**config.mk**
```make
export PLATFORM = sky130hd
export DESIGN_NAME = sw_pattern_gen
export DESIGN_NICKNAME = d
export VERILOG_FILES = /design/src/rtl/sw_patgen_pkg.sv /design/src/rtl/sw_step_div.sv /design/src/rtl/sw_pattern_gen.sv
export SDC_FILE = /design/constraint.sdc
export NUM_CORES = 1
export LEC_CHECK = 0
export CAP_MARGIN = 0
export CORE_MARGIN = 2
export CORE_UTILIZATION = 30
export CTS_CLUSTER_DIAMETER = 60
export CTS_CLUSTER_SIZE = 25
export DETAILED_ROUTE_END_ITERATION = 7
export GPL_TIMING_DRIVEN = 0
export PLACE_DENSITY_LB_ADDON = 0.08
export SYNTH_ARGS = -nofsm -noshare
export SYNTH_HDL_FRONTEND = slang
export SYNTH_SLANG_ARGS = --single-unit
```
**constraint.sdc**
```tcl
create_clock -name clk -period 3.7 [get_ports clk]
set_clock_uncertainty 0.05 [all_clocks]
set_input_delay 0.37 -clock clk [delete_from_list [all_inputs] [get_ports clk]]
set_output_delay 0.37 -clock clk [all_outputs]
set_load 0.05 [all_outputs]
```
**src/rtl/sw_patgen_pkg.sv**
```systemverilog
// sw_patgen_pkg
// Shared types and constants for the switch pattern generator.
//   mode_e  : step function selected at start (up, down, walking-one, LFSR/hold)
//   state_e : run-control states of the generator
//   DEFAULT_TAPS : Galois LFSR feedback mask for a 16-bit maximal-length sequence
// Optional feature macro: SW_PATGEN_LFSR_EN (consumed by sw_pattern_gen).
package sw_patgen_pkg;

  typedef enum logic [1:0] {
    MODE_UP   = 2'd0,
    MODE_DOWN = 2'd1,
    MODE_WALK = 2'd2,
    MODE_LFSR = 2'd3
  } mode_e;

  typedef enum logic [1:0] {
    ST_IDLE = 2'd0,
    ST_RUN  = 2'd1,
    ST_DONE = 2'd2
  } state_e;

  localparam logic [15:0] DEFAULT_TAPS = 16'hB400;

endpackage

```
**src/rtl/sw_step_div.sv**
```systemverilog
// sw_step_div
// Step-rate divider: counts 0..period and wraps, flagging the cycle where the
// count equals period so the parent can commit a step on the following edge.
// Ports:
//   clk, rst_n : clock and synchronous active-low reset
//   clr        : force the count back to zero (held while not running)
//   en         : advance the count this cycle
//   period     : terminal count; a tick occurs every period+1 enabled cycles
//   tick       : high while enabled and count == period
module sw_step_div
  import sw_patgen_pkg::*;
#(
  parameter int DIV_W = 8
) (
  input  logic             clk,
  input  logic             rst_n,
  input  logic             clr,
  input  logic             en,
  input  logic [DIV_W-1:0] period,
  output logic             tick
);

  logic [DIV_W-1:0] cnt_q;
  logic [DIV_W-1:0] cnt_d;

  // The tick is decoded from the registered count, so the parent sees it in
  // the last cycle of each interval and the count restarts on the same edge.
  always_comb begin
    tick  = en && (cnt_q == period);
    cnt_d = cnt_q;
    if (clr) begin
      cnt_d = '0;
    end else if (en) begin
      cnt_d = tick ? '0 : cnt_q + 1'b1;
    end
  end

  // Count register with synchronous reset.
  always_ff @(posedge clk) begin
    if (!rst_n) begin
      cnt_q <= '0;
    end else begin
      cnt_q <= cnt_d;
    end
  end

endmodule

```
**src/rtl/sw_pattern_gen.sv**
```systemverilog
// sw_pattern_gen
// Programmable switch-vector stimulus generator. After start it steps sw_out
// every period+1 cycles using the latched mode, for count_lim steps
// (0 = until stop), then parks in DONE with the final value held.
// Ports:
//   clk, rst_n : clock and synchronous active-low reset
//   start      : begin a run; mode/period/count_lim are latched on this edge
//   stop       : abort (highest priority), returns to IDLE keeping sw_out
//   load, seed : load seed into sw_out while IDLE or DONE
//   mode       : 0 up, 1 down, 2 walking-one, 3 LFSR (or hold)
//   period     : step interval minus one
//   count_lim  : steps per run, 0 = unbounded
//   sw_out     : generated switch vector (registered)
//   step       : one-cycle pulse coincident with each new sw_out value
//   busy, done : registered state flags for RUN and DONE
// Optional feature macro: SW_PATGEN_LFSR_EN. When defined, mode 3 is a Galois
// LFSR step using TAPS; when undefined, mode 3 holds sw_out but still counts.
module sw_pattern_gen
  import sw_patgen_pkg::*;
#(
  parameter int               WIDTH = 16,
  parameter int               DIV_W = 8,
  parameter int               CNT_W = 16,
  parameter logic [WIDTH-1:0] INIT  = '0,
  parameter logic [WIDTH-1:0] TAPS  = DEFAULT_TAPS
) (
  input  logic             clk,
  input  logic             rst_n,
  input  logic             start,
  input  logic             stop,
  input  logic             load,
  input  logic [WIDTH-1:0] seed,
  input  logic [1:0]       mode,
  input  logic [DIV_W-1:0] period,
  input  logic [CNT_W-1:0] count_lim,
  output logic [WIDTH-1:0] sw_out,
  output logic             step,
  output logic             busy,
  output logic             done
);

  state_e           state_q, state_d;
  mode_e            mode_l_q, mode_l_d;
  logic [DIV_W-1:0] period_l_q, period_l_d;
  logic [CNT_W-1:0] count_lim_l_q, count_lim_l_d;
  logic [CNT_W-1:0] step_cnt_q, step_cnt_d;
  logic [WIDTH-1:0] sw_q, sw_d;
  logic             step_q, step_d;
  logic             busy_q, busy_d;
  logic             done_q, done_d;
  logic [WIDTH-1:0] next_val;
  logic             tick;

  // Divider is held cleared outside RUN, so every run starts from count 0.
  sw_step_div #(
    .DIV_W(DIV_W)
  ) u_div (
    .clk   (clk),
    .rst_n (rst_n),
    .clr   (state_q != ST_RUN),
    .en    (state_q == ST_RUN),
    .period(period_l_q),
    .tick  (tick)
  );

  // Next sw_out value for the latched mode. A zero vector cannot walk or
  // advance an LFSR, so both of those modes restart from 1.
  always_comb begin
    next_val = sw_q;
    case (mode_l_q)
      MODE_UP:   next_val = sw_q + 1'b1;
      MODE_DOWN: next_val = sw_q - 1'b1;
      MODE_WALK: begin
        if (sw_q == '0) begin
          next_val = {{(WIDTH-1){1'b0}}, 1'b1};
        end else begin
          next_val = {sw_q[WIDTH-2:0], sw_q[WIDTH-1]};
        end
      end
      MODE_LFSR: begin
`ifdef SW_PATGEN_LFSR_EN
        if (sw_q == '0) begin
          next_val = {{(WIDTH-1){1'b0}}, 1'b1};
        end else begin
          next_val = (sw_q >> 1) ^ (sw_q[0] ? TAPS : '0);
        end
`else
        next_val = sw_q;
`endif
      end
      default:   next_val = sw_q;
    endcase
  end

  // Run-control FSM. Priority is stop > start > load; busy/done are derived
  // from the next state so they are registered alongside it, and completion
  // raises done on the same edge as the final step.
  always_comb begin
    state_d       = state_q;
    mode_l_d      = mode_l_q;
    period_l_d    = period_l_q;
    count_lim_l_d = count_lim_l_q;
    step_cnt_d    = step_cnt_q;
    sw_d          = sw_q;
    step_d        = 1'b0;
    case (state_q)
      ST_RUN: begin
        if (stop) begin
          state_d = ST_IDLE;
        end else if (tick) begin
          sw_d       = next_val;
          step_d     = 1'b1;
          step_cnt_d = step_cnt_q + 1'b1;
          if ((count_lim_l_q != '0) && (step_cnt_d == count_lim_l_q)) begin
            state_d = ST_DONE;
          end
        end
      end
      ST_IDLE, ST_DONE: begin
        if (stop) begin
          state_d = ST_IDLE;
        end else if (start) begin
          state_d       = ST_RUN;
          mode_l_d      = mode_e'(mode);
          period_l_d    = period;
          count_lim_l_d = count_lim;
          step_cnt_d    = '0;
        end else if (load) begin
          sw_d = seed;
        end
      end
      default: state_d = ST_IDLE;
    endcase
    busy_d = (state_d == ST_RUN);
    done_d = (state_d == ST_DONE);
  end

  // State and registered outputs, synchronous reset.
  always_ff @(posedge clk) begin
    if (!rst_n) begin
      state_q       <= ST_IDLE;
      mode_l_q      <= MODE_UP;
      period_l_q    <= '0;
      count_lim_l_q <= '0;
      step_cnt_q    <= '0;
      sw_q          <= INIT;
      step_q        <= 1'b0;
      busy_q        <= 1'b0;
      done_q        <= 1'b0;
    end else begin
      state_q       <= state_d;
      mode_l_q      <= mode_l_d;
      period_l_q    <= period_l_d;
      count_lim_l_q <= count_lim_l_d;
      step_cnt_q    <= step_cnt_d;
      sw_q          <= sw_d;
      step_q        <= step_d;
      busy_q        <= busy_d;
      done_q        <= done_d;
    end
  end

  assign sw_out = sw_q;
  assign step   = step_q;
  assign busy   = busy_q;
  assign done   = done_q;

endmodule

```
Yosys cells after proc, flatten, opt, wreduce, memory -nomap -nowiden --
Cells that the tools add are included.
Operators by class: add/sub/neg operators 4, eq/ne operators 17, mux-type cells 21, bitwise gates (word level) 3, reduce and logical (&&, ||, !) cells 13
Operators with widths (count):
- two-way mux 16 bit | 10
- case mux 16 bit (2 select lines) | 2
- case mux 16 bit (3 select lines) | 1
- adder 16 x 1 -> 16 bit (second input constant) | 2
- == test 16 bit | 1
- logical NOT 16 bit | 1
- nonzero test 16 bit | 1
- subtractor 16 x 1 -> 16 bit (second input constant) | 1
- != test 2 bit (second input constant) | 7
- two-way mux 2 bit | 5
- adder 8 x 1 -> 8 bit (second input constant) | 1
- == test 2 bit (second input constant) | 4
- == test 8 bit | 1
- two-way mux 8 bit | 1
- AND reduction 7 bit | 1
- == test 2 x 1 -> 1 bit (second input constant) | 3
- AND reduction 5 bit | 1
- logical NOT 2 bit | 2
- case mux 2 bit (2 select lines) | 1
- OR reduction 2 bit | 2
- inverter 1 bit | 3
- AND reduction 3 bit | 1
- OR reduction 3 bit | 1
- logical AND 1 bit | 2
- other kinds (3) | 3
Word-level totals: register bits after elaboration 71, input bits 47, output and inout bits 19, word-level logic and storage cells 68

Logic depth before layout (Yosys ltp) --
Gate-level depths: netlist of run 1.
depth in word-level cells 8, mapped depth 10, depth with buffers taken out 10

Hierarchy --
A second synthesis of run 1 with hierarchy kept.
Second synthesis, totals: cells, all modules 587, area total of the unflattened synthesis 4578.1 µm²
By module, submodules not included:
- sw_pattern_gen | times used 1, cells an instance 535, area an instance 4116.4 µm², sequential area each 1261.2 µm²
- sw_step_div | times used 1, cells an instance 52, area an instance 461.7 µm², sequential area each 160.2 µm²

Worst setup path after synthesis of run 1 --
Ideal clock, no wire load.
kind register to register, start register mode_l_q[1], end register sw_q[14], in the netlist sw_out[14], setup time 0.078 ns, arrival time 2.520 ns, required time 3.572 ns, slack 1.052 ns, stages on the path, launching flop included 11, path buffers 0, period minus slack after synthesis 2.648 ns, cells stage by stage dfxtp_1 > nand2b_1 > inv_1 > ha_1 > nor2b_1 > o21a_1 > o21a_1 > o21ai_0 > a21boi_0 > o311a_1 > nor3_1
On the way: cells in the longest elaborated chain, start to end 5, elaborated cells on any way between the ends 10, those cells by class eq/ne (4); mux (4); reduce/logical (2)
Ends and longest elaborated chain:
- from (decl) | RTL line sw_pattern_gen.sv:43 | mode_e mode_l_q, mode_l_d;
- from (signal assigned) | RTL line sw_pattern_gen.sv:152 | mode_l_q <= mode_l_d;
- == test 2 bit, or another cell as far along | RTL line sw_pattern_gen.sv:70 | case (mode_l_q)
- case mux 16 bit (3 select lines) | RTL line sw_pattern_gen.sv:70
- two-way mux 16 bit | RTL line sw_pattern_gen.sv:110 | end else if (tick) begin
- two-way mux 16 bit | RTL line sw_pattern_gen.sv:108 | if (stop) begin
- case mux 16 bit (2 select lines) | RTL line sw_pattern_gen.sv:106 | case (state_q)
- to (signal assigned) | RTL line sw_pattern_gen.sv:156 | sw_q <= sw_d;
- to (decl) | RTL line sw_pattern_gen.sv:47 | logic [WIDTH-1:0] sw_q, sw_d;
Several ways; a longest one is shown, not always the timed one. The select of a mux whose other input is x is not followed. A chain may end at the register's enable or synchronous reset.

Worst setup path in the final report of run 1 --
start register mode_l_q[1], end register sw_q[15], in the netlist sw_out[15]
Same word-level chain as after synthesis.

==> flow_summary.json, run 1 <==
{
  "outcome": "finished, final reports clean",
  "synthArstFlopShare_pct": 0,
  "vias": 4388,
  "startpoint_type": "flip-flop",
  "cts_setup_buffers": 0,
  "fmax_ghz": 0.304,
  "sw_frac_of_total_pct": 29.4,
  "crit_required_ps": 3880,
  "path_cells": "nand2b_1 > inv_1 > ha_1 > a21o_1 > a21oi_1 > o211ai_1 > o21ai_0 > xor2_1 > mux2i_1 > o21ai_0",
  "cts.sinks": 71,
  "cpPeakStageDelay_ps": 460,
  "rsz0062_at_grt": "no",
  "wire_per_inst_um": 17.0,
  "syn_avg_cell_area_um2": 8.02,
  "cap_violations": 0,
  "clock_path_buffers": 2,
  "clock_latency_ps": 350,
  "tns_ps": 0,
  "routed_wl_um": 14000,
  "power.leakage_nw": 2.17,
  "crit_top_cell": "o21ai_0",
  "antenna_found_initial": 0,
  "area.growth.synth_to_final_pct": 26.1,
  "place_congestion": 0.866,
  "overflow": 0,
  "synthesis.nets": 626,
  "synth_cell_type_count": 68,
  "die_w_um": 127,
  "root_buffer": "clkbuf_16",
  "crit_slowest_cell": "inv_1",
  "final_cell_mix": "nand2_1 (92), dfxtp_1 (71), clkdlybuf4s50_1 (64), nor2_1 (35), o21ai_0 (33)",
  "port_buffers": 64,
  "drc": 0,
  "postCtsHoldBufs": 0,
  "synth.area.top_cells": "dfxtp_1 (32%), nand2_1 (7.7%), a21boi_0 (5.2%)",
  "critPathArrivalTime_ps": 3470,
  "combPwrFrac_pct": 17.0,
  "pwr_density_cell_mw_per_mm2": 367,
  "drt_iter0_drc": 346,
  "drtAntennaViolNets": 0,
  "ys_warn_count": 0,
  "rows": 44,
  "ir_drop_v": 0.000241,
  "postPlaceCellArea_mm2": 0.00538,
  "mostFrequentLayoutCell": "nand2_1",
  "worst_setup_path_end_kind": "flip-flop",
  "tritoncts": "yes",
  "grt_pass1_vias": 4308,
  "synthesis.area_mm2": 0.00451,
  "cts_resized": 0,
  "grt_pass1_wl_um": 23000,
  "internal_power_mw": 1.47,
  "power_switching_mw": 0.614,
  "yosysTopAreaCell": "dfxtp_1",
  "final_cell_area_mm2": 0.00568,
  "initial_core_util_pct": 30.9,
  "netlist_instances": 562,
  "slew_headroom_pct": 37.1,
  "hpwl_um": 10500,
  "fin_hold_ws_ps": 324,
  "drive_gt1_share_pct": 6.85,
  "seq_power_share_pct": 39.6,
  "die_y_um": 127,
  "ioPinCount": 66,
  "fin_crit_sh_pct": 89.0,
  "antenna_cells": 0,
  "hold_viol_final": 0,
  "grt_use_total_pct": 18.2,
  "clkSlewWorstSetupHoldPaths_ps": 60,
  "first_pass_iters": 5,
  "hp-class": "in -> reg",
  "dieArea_mm2": 0.0160,
  "setup_viol": 0,
  "nNetsFinal": 701,
  "vias_per_cell": 5.31,
  "synth-edff-count": 0,
  "cts_max_level": 3,
  "power_frac_clock_pct": 43.4,
  "ys_seq_area_share_pct": 31.5,
  "final_max_slew_viol_count": 0,
  "final_core_util_pct": 39.0,
  "fin_crit_ps": 3290,
  "tightest_slew_ps": 940,
  "crit_type": "reg -> reg",
  "grt_max_degree": 16,
  "fillCellCount": 1468,
  "synth_ff_type": "dfxtp_1",
  "path_max_fanout": 15,
  "cts_made_buffers": 9,
  "synth.top_cell.area_share_pct": 31.5,
  "synth_seq_cells": 71,
  "coreArea_mm2": 0.0146
}
cell usage after synthesis (4+ instances only):
cell      instances
nor4_1           10
and4_1            6
and3_1            7
nor3_1           13
nand4_1          13
a21boi_0         31
xnor2_1          15
nor2b_1          13
nand2b_1          9
ha_1             16
o21a_1            9
dfxtp_1          71
buf_6             4
xor2_1           25
nor2_1           35
a21o_1            4
o22ai_1           5
nand2_1          92
o21ai_0          33
clkbuf_1         17
a31oi_1           5
a21oi_1          15
nand3_1          20
o211ai_1         10
inv_1             9
o31ai_1           8
logic make-up (layout without fill, tap and decap cells):
kind of cell             after synthesis  in the layout  share of synthesized area (%)
flip-flops                            71             71                           31.5
XOR/XNOR                              40             40                           7.77
AND/OR/NAND/NOR                      240            240                           27.0
buffers and inverters                 36            116                           4.00
multiplexers                           4              4                           1.03
AO/OA/AOI/OAI                        154            154                           23.8
adder cells (fa/ha/maj)               17             17                           4.88
area by class of cell:
| type | instances | area, um^2 | area share (%) |
|---|---|---|---|
| Multi-Input combinational cell | 455 | 2910 | 51.1 |
| Sequential cell | 71 | 1420 | 25.0 |
| Inverter | 9 | 33.8 | 0.594 |
| Clock inverter | 7 | 80.1 | 1.41 |
| Timing Repair Buffer | 64 | 641 | 11.3 |
| Buffer | 27 | 146 | 2.58 |
| Tap cell | 184 | 230 | 4.05 |
| Clock buffer | 9 | 225 | 3.96 |
worst max-delay path, delay by kind of cell (launching register included):
family	cells	cell delay [ps]
AND/OR/NAND/NOR	1	240
multiplexers	1	210
adder cells (fa/ha/maj)	1	390
AO/OA/AOI/OAI	5	1220
flip-flops	1	380
XOR/XNOR	1	220
buffers and inverters	1	460
flip-flops by register name (all words and copies together) (netlist names):
| register | cells |
|---|---|
| count_lim_l_q | 16 |
| u_div.cnt_q | 8 |
| busy | 1 |
| step_cnt_q | 16 |
| done | 1 |
| state_q | 2 |
| mode_l_q | 2 |
| period_l_q | 8 |
| sw_out | 16 |
| step | 1 |
final timing paths:
| check | cells past startpoint | end | startpoint | slack [ps] |
|---|---|---|---|---|
| worst min-delay path | 3 | state_q[1] | rst_n | 320 |
| worst min register to register | 2 | period_l_q[5] | period_l_q[5] | 430 |
| worst max-delay path | 10 | sw_out[15] | mode_l_q[1] | 410 |
| worst max register to register | 10 | sw_out[15] | mode_l_q[1] | 410 |
metal layers:
layer | vias up | part of all wire [%] | GRT usage, %
met5 | - | 0 | 0
met4 | 0 | 3.1 | 8.86
met3 | 28 | 4.4 | 2.83
met2 | 116 | 44 | 27.4
met1 | 2048 | 48 | 25.4
li1 | 2196 | - | -
metrics by stage:
stage / worst slack (ps) / power, mW / cells
6_report: 409 / 2.09 / 826
3_5_place_dp: 374 / 1.20 / 810
2_1_floorplan: 1050 / 1.05 / 562
5_1_grt: 55.3 / 2.18 / 826
4_1_cts: 357 / 2.10 / 826
3_3_place_gp: 402 / 1.20 / 810
power by group through the flow:
stage	clock network, mW	registers, mW	logic, mW
6_report	0.906	0.827	0.355
5_1_grt	0.962	0.832	0.389
4_1_cts	0.920	0.827	0.357
3_5_place_dp	0	0.844	0.354
3_3_place_gp	0	0.844	0.352
2_1_floorplan	0	0.874	0.177
No activity file was read; power rests on OpenSTA's default activity.
==> inputs of run 2 (changes only) <==
--- a/config.mk
+++ b/config.mk
@@ -5,10 +5,10 @@
 export SDC_FILE = /design/constraint.sdc
 export NUM_CORES = 1
 export LEC_CHECK = 0
-export CAP_MARGIN = 0
+export CAP_MARGIN = 20
 export CORE_MARGIN = 2
 export CORE_UTILIZATION = 30
-export CTS_CLUSTER_DIAMETER = 60
+export CTS_CLUSTER_DIAMETER = 40
 export CTS_CLUSTER_SIZE = 25
 export DETAILED_ROUTE_END_ITERATION = 7
 export GPL_TIMING_DRIVEN = 0
==> results of run 2 <==
Same layout as run 1: the final DEF is identical, and so are final timing and power.
==> variant, RTL diff (config.mk and constraints of run 1) <==
The 3 states of `state_e` get a one-hot encoding in 3 bits.
--- a/src/rtl/sw_patgen_pkg.sv
+++ b/src/rtl/sw_patgen_pkg.sv
@@ -15,6 +15,6 @@
 
-  typedef enum logic [1:0] {
-    ST_IDLE = 2'd0,
-    ST_RUN  = 2'd1,
-    ST_DONE = 2'd2
+  typedef enum logic [2:0] {
+    ST_IDLE = 3'b001,
+    ST_RUN  = 3'b010,
+    ST_DONE = 3'b100
   } state_e;
Function: same outputs for any inputs over 4 cycles, from zero or initial values and one cycle with rst_n low; so few cycles prove little.
==> variant against run 1 <==
- routed wire length is 1.5% lower
- power down 0.48%
- worst setup slack better by 0.090 ns
- synthesized area is 2.0% higher
- sequential cell count is 1 higher
- worst hold slack improved by 0.11 ns
- design area is 1.9% higher
- first-iteration DRC count is 8.7% lower
- clock power up 2%
- sequential share of layout area decreased by 0.12 points
- critical endpoint is now sw_out[10]
- largest power group unchanged
==> variant: results (changes against run 1) <==
[outcome]
outcome = completed  ; unchanged

[place]
hpwl_mm = 10.6  ; was 10.5 mm
placedCellCount = 804  ; was 810
dp_slack_ns = 0.520  ; was 0.374 ns
gp_congestion = 0.829  ; was 0.866

[global_route]
grtUsageTotal_pct = 17.1  ; was 18.2%
grt_pass1_vias = 4320  ; was 4308
grt_pass1_wl_mm = 21.8  ; was 23.0 mm

[routing]
via_count = 4423  ; was 4388
wl_mm = 13.8  ; was 14.0 mm
via_per_inst = 5.39  ; was 5.31

[finish]
n_fill_cell = 1590  ; was 1468
fin_nets = 691  ; was 701
drive_gt1_share_pct = 5.38  ; was 6.85%

[yosys]
synthTopCellsByArea = dfxtp_1 31%, mux2i_1 6.1%, nor2b_1 5.2%  ; was dfxtp_1 32%, nand2_1 7.7%, a21boi_0 5.2%
avgSynthCellArea_sq_um = 8.33  ; was 8.02 sq um
synth_common_cells = 72 x dfxtp_1, 42 x a21oi_1, 38 x nor2b_1, 37 x o21ai_0, 34 x nand2_1  ; was 92 x nand2_1, 71 x dfxtp_1, 35 x nor2_1, 33 x o21ai_0, 31 x a21boi_0
ys_seq_area_share_pct = 31.3  ; was 31.5%
yosysUniqueCellTypes = 64  ; was 68

[critical_path]
r2r-end = sw_out[10]  ; was sw_out[15]
rr_worst_depth = 9  ; was 10
max_stage_delay_ns = 0.48  ; was 0.46 ns
regToRegSetupSlack_ns = 0.50  ; was 0.41 ns

[min_path]
min_from = u_div.cnt_q[0]  ; was rst_n

[power]
p_leak_nw = 2.13  ; was 2.17 nW

[variant: cell count changes in the layout (fill, tap and decap cells not counted), moves of 5 or more]
| cell | before | now |
|---|---|---|
| nand2_1 | 92 | 34 |
| a21oi_1 | 15 | 42 |
| mux2i_1 | 2 | 28 |
| nor2b_1 | 13 | 38 |
| a21boi_0 | 31 | 8 |
| xnor2_1 | 15 | 24 |
| a211oi_1 | 3 | 8 |
| o31ai_1 | 8 | 3 |
[variant: worst reg2reg max path: cells and delay by family (launching register included)]
| kind | cells | cell delay (ns) |
|---|---|---|
| buf+inv | 1 | 0.48 |
| fa+ha+maj | 1 | 0.43 |
| compound gates | 4 | 1.27 |
| simple gates | 2 | 0.33 |
| flops | 1 | 0.35 |
| xor+xnor | 1 | 0.20 |
[variant: report_power, final]
group	switching, W	internal (W)	leakage [nW]
combinational	0.000177	0.000149	1.39
sequential	0.0000317	0.000800	0.585
clock	0.000344	0.000577	0.155
total	0.000552	0.00153	2.13
[variant: how the worst min path moves through the flow]
stage / slack [ns] / endpoint / depth (start not counted)
after floorplan: 0.40 / u_div.cnt_q[0] / 1
after global placement: 0.43 / u_div.cnt_q[0] / 1
after detailed placement: 0.43 / u_div.cnt_q[0] / 1
after CTS: 0.44 / u_div.cnt_q[0] / 1
after global routing: 0.47 / u_div.cnt_q[0] / 1
final: 0.44 / u_div.cnt_q[0] / 1
[variant: layer usage]
layer | part of all wire, % | GRT usage, % | vias up
li1 | - | - | 2179
met1 | 45 | 20.8 | 2077
met2 | 47 | 29.3 | 132
met3 | 3.7 | 2.38 | 35
met4 | 3.7 | 8.99 | 0
met5 | 0 | 0 | -
[variant: final cells by class]
class,count,area (sq um),area share [%]
Inverter,9,33.8,0.583
Multi-Input combinational cell,446,3000,51.8
Sequential cell,72,1440,24.9
Buffer,25,121,2.10
Clock inverter,4,51.3,0.886
Clock buffer,12,267,4.60
Timing Repair Buffer,64,641,11.1
Tap cell,188,235,4.06
[variant: cell families after synthesis]
logic type / Yosys count / synth area share, %
AND/OR/NAND/NOR: 206 / 25.0
AO/OA/AOI/OAI: 147 / 20.3
flip-flops: 72 / 31.3
XOR/XNOR: 48 / 9.14
buffers and inverters: 34 / 3.37
multiplexers: 28 / 6.09
adder cells (fa/ha/maj): 17 / 4.79
[variant: through the flow]
| step | cell area (sq um) | util (%) | hold slack [ns] |
|---|---|---|---|
| after global routing | 5790 | 38.4 | 0.470 |
| after CTS | 5790 | 38.4 | 0.444 |
| after floorplan | 4600 | - | 0.398 |
| after global placement | 5480 | 36.3 | 0.425 |
| final | 5790 | 38.4 | 0.435 |
| after detailed placement | 5480 | 36.3 | 0.428 |
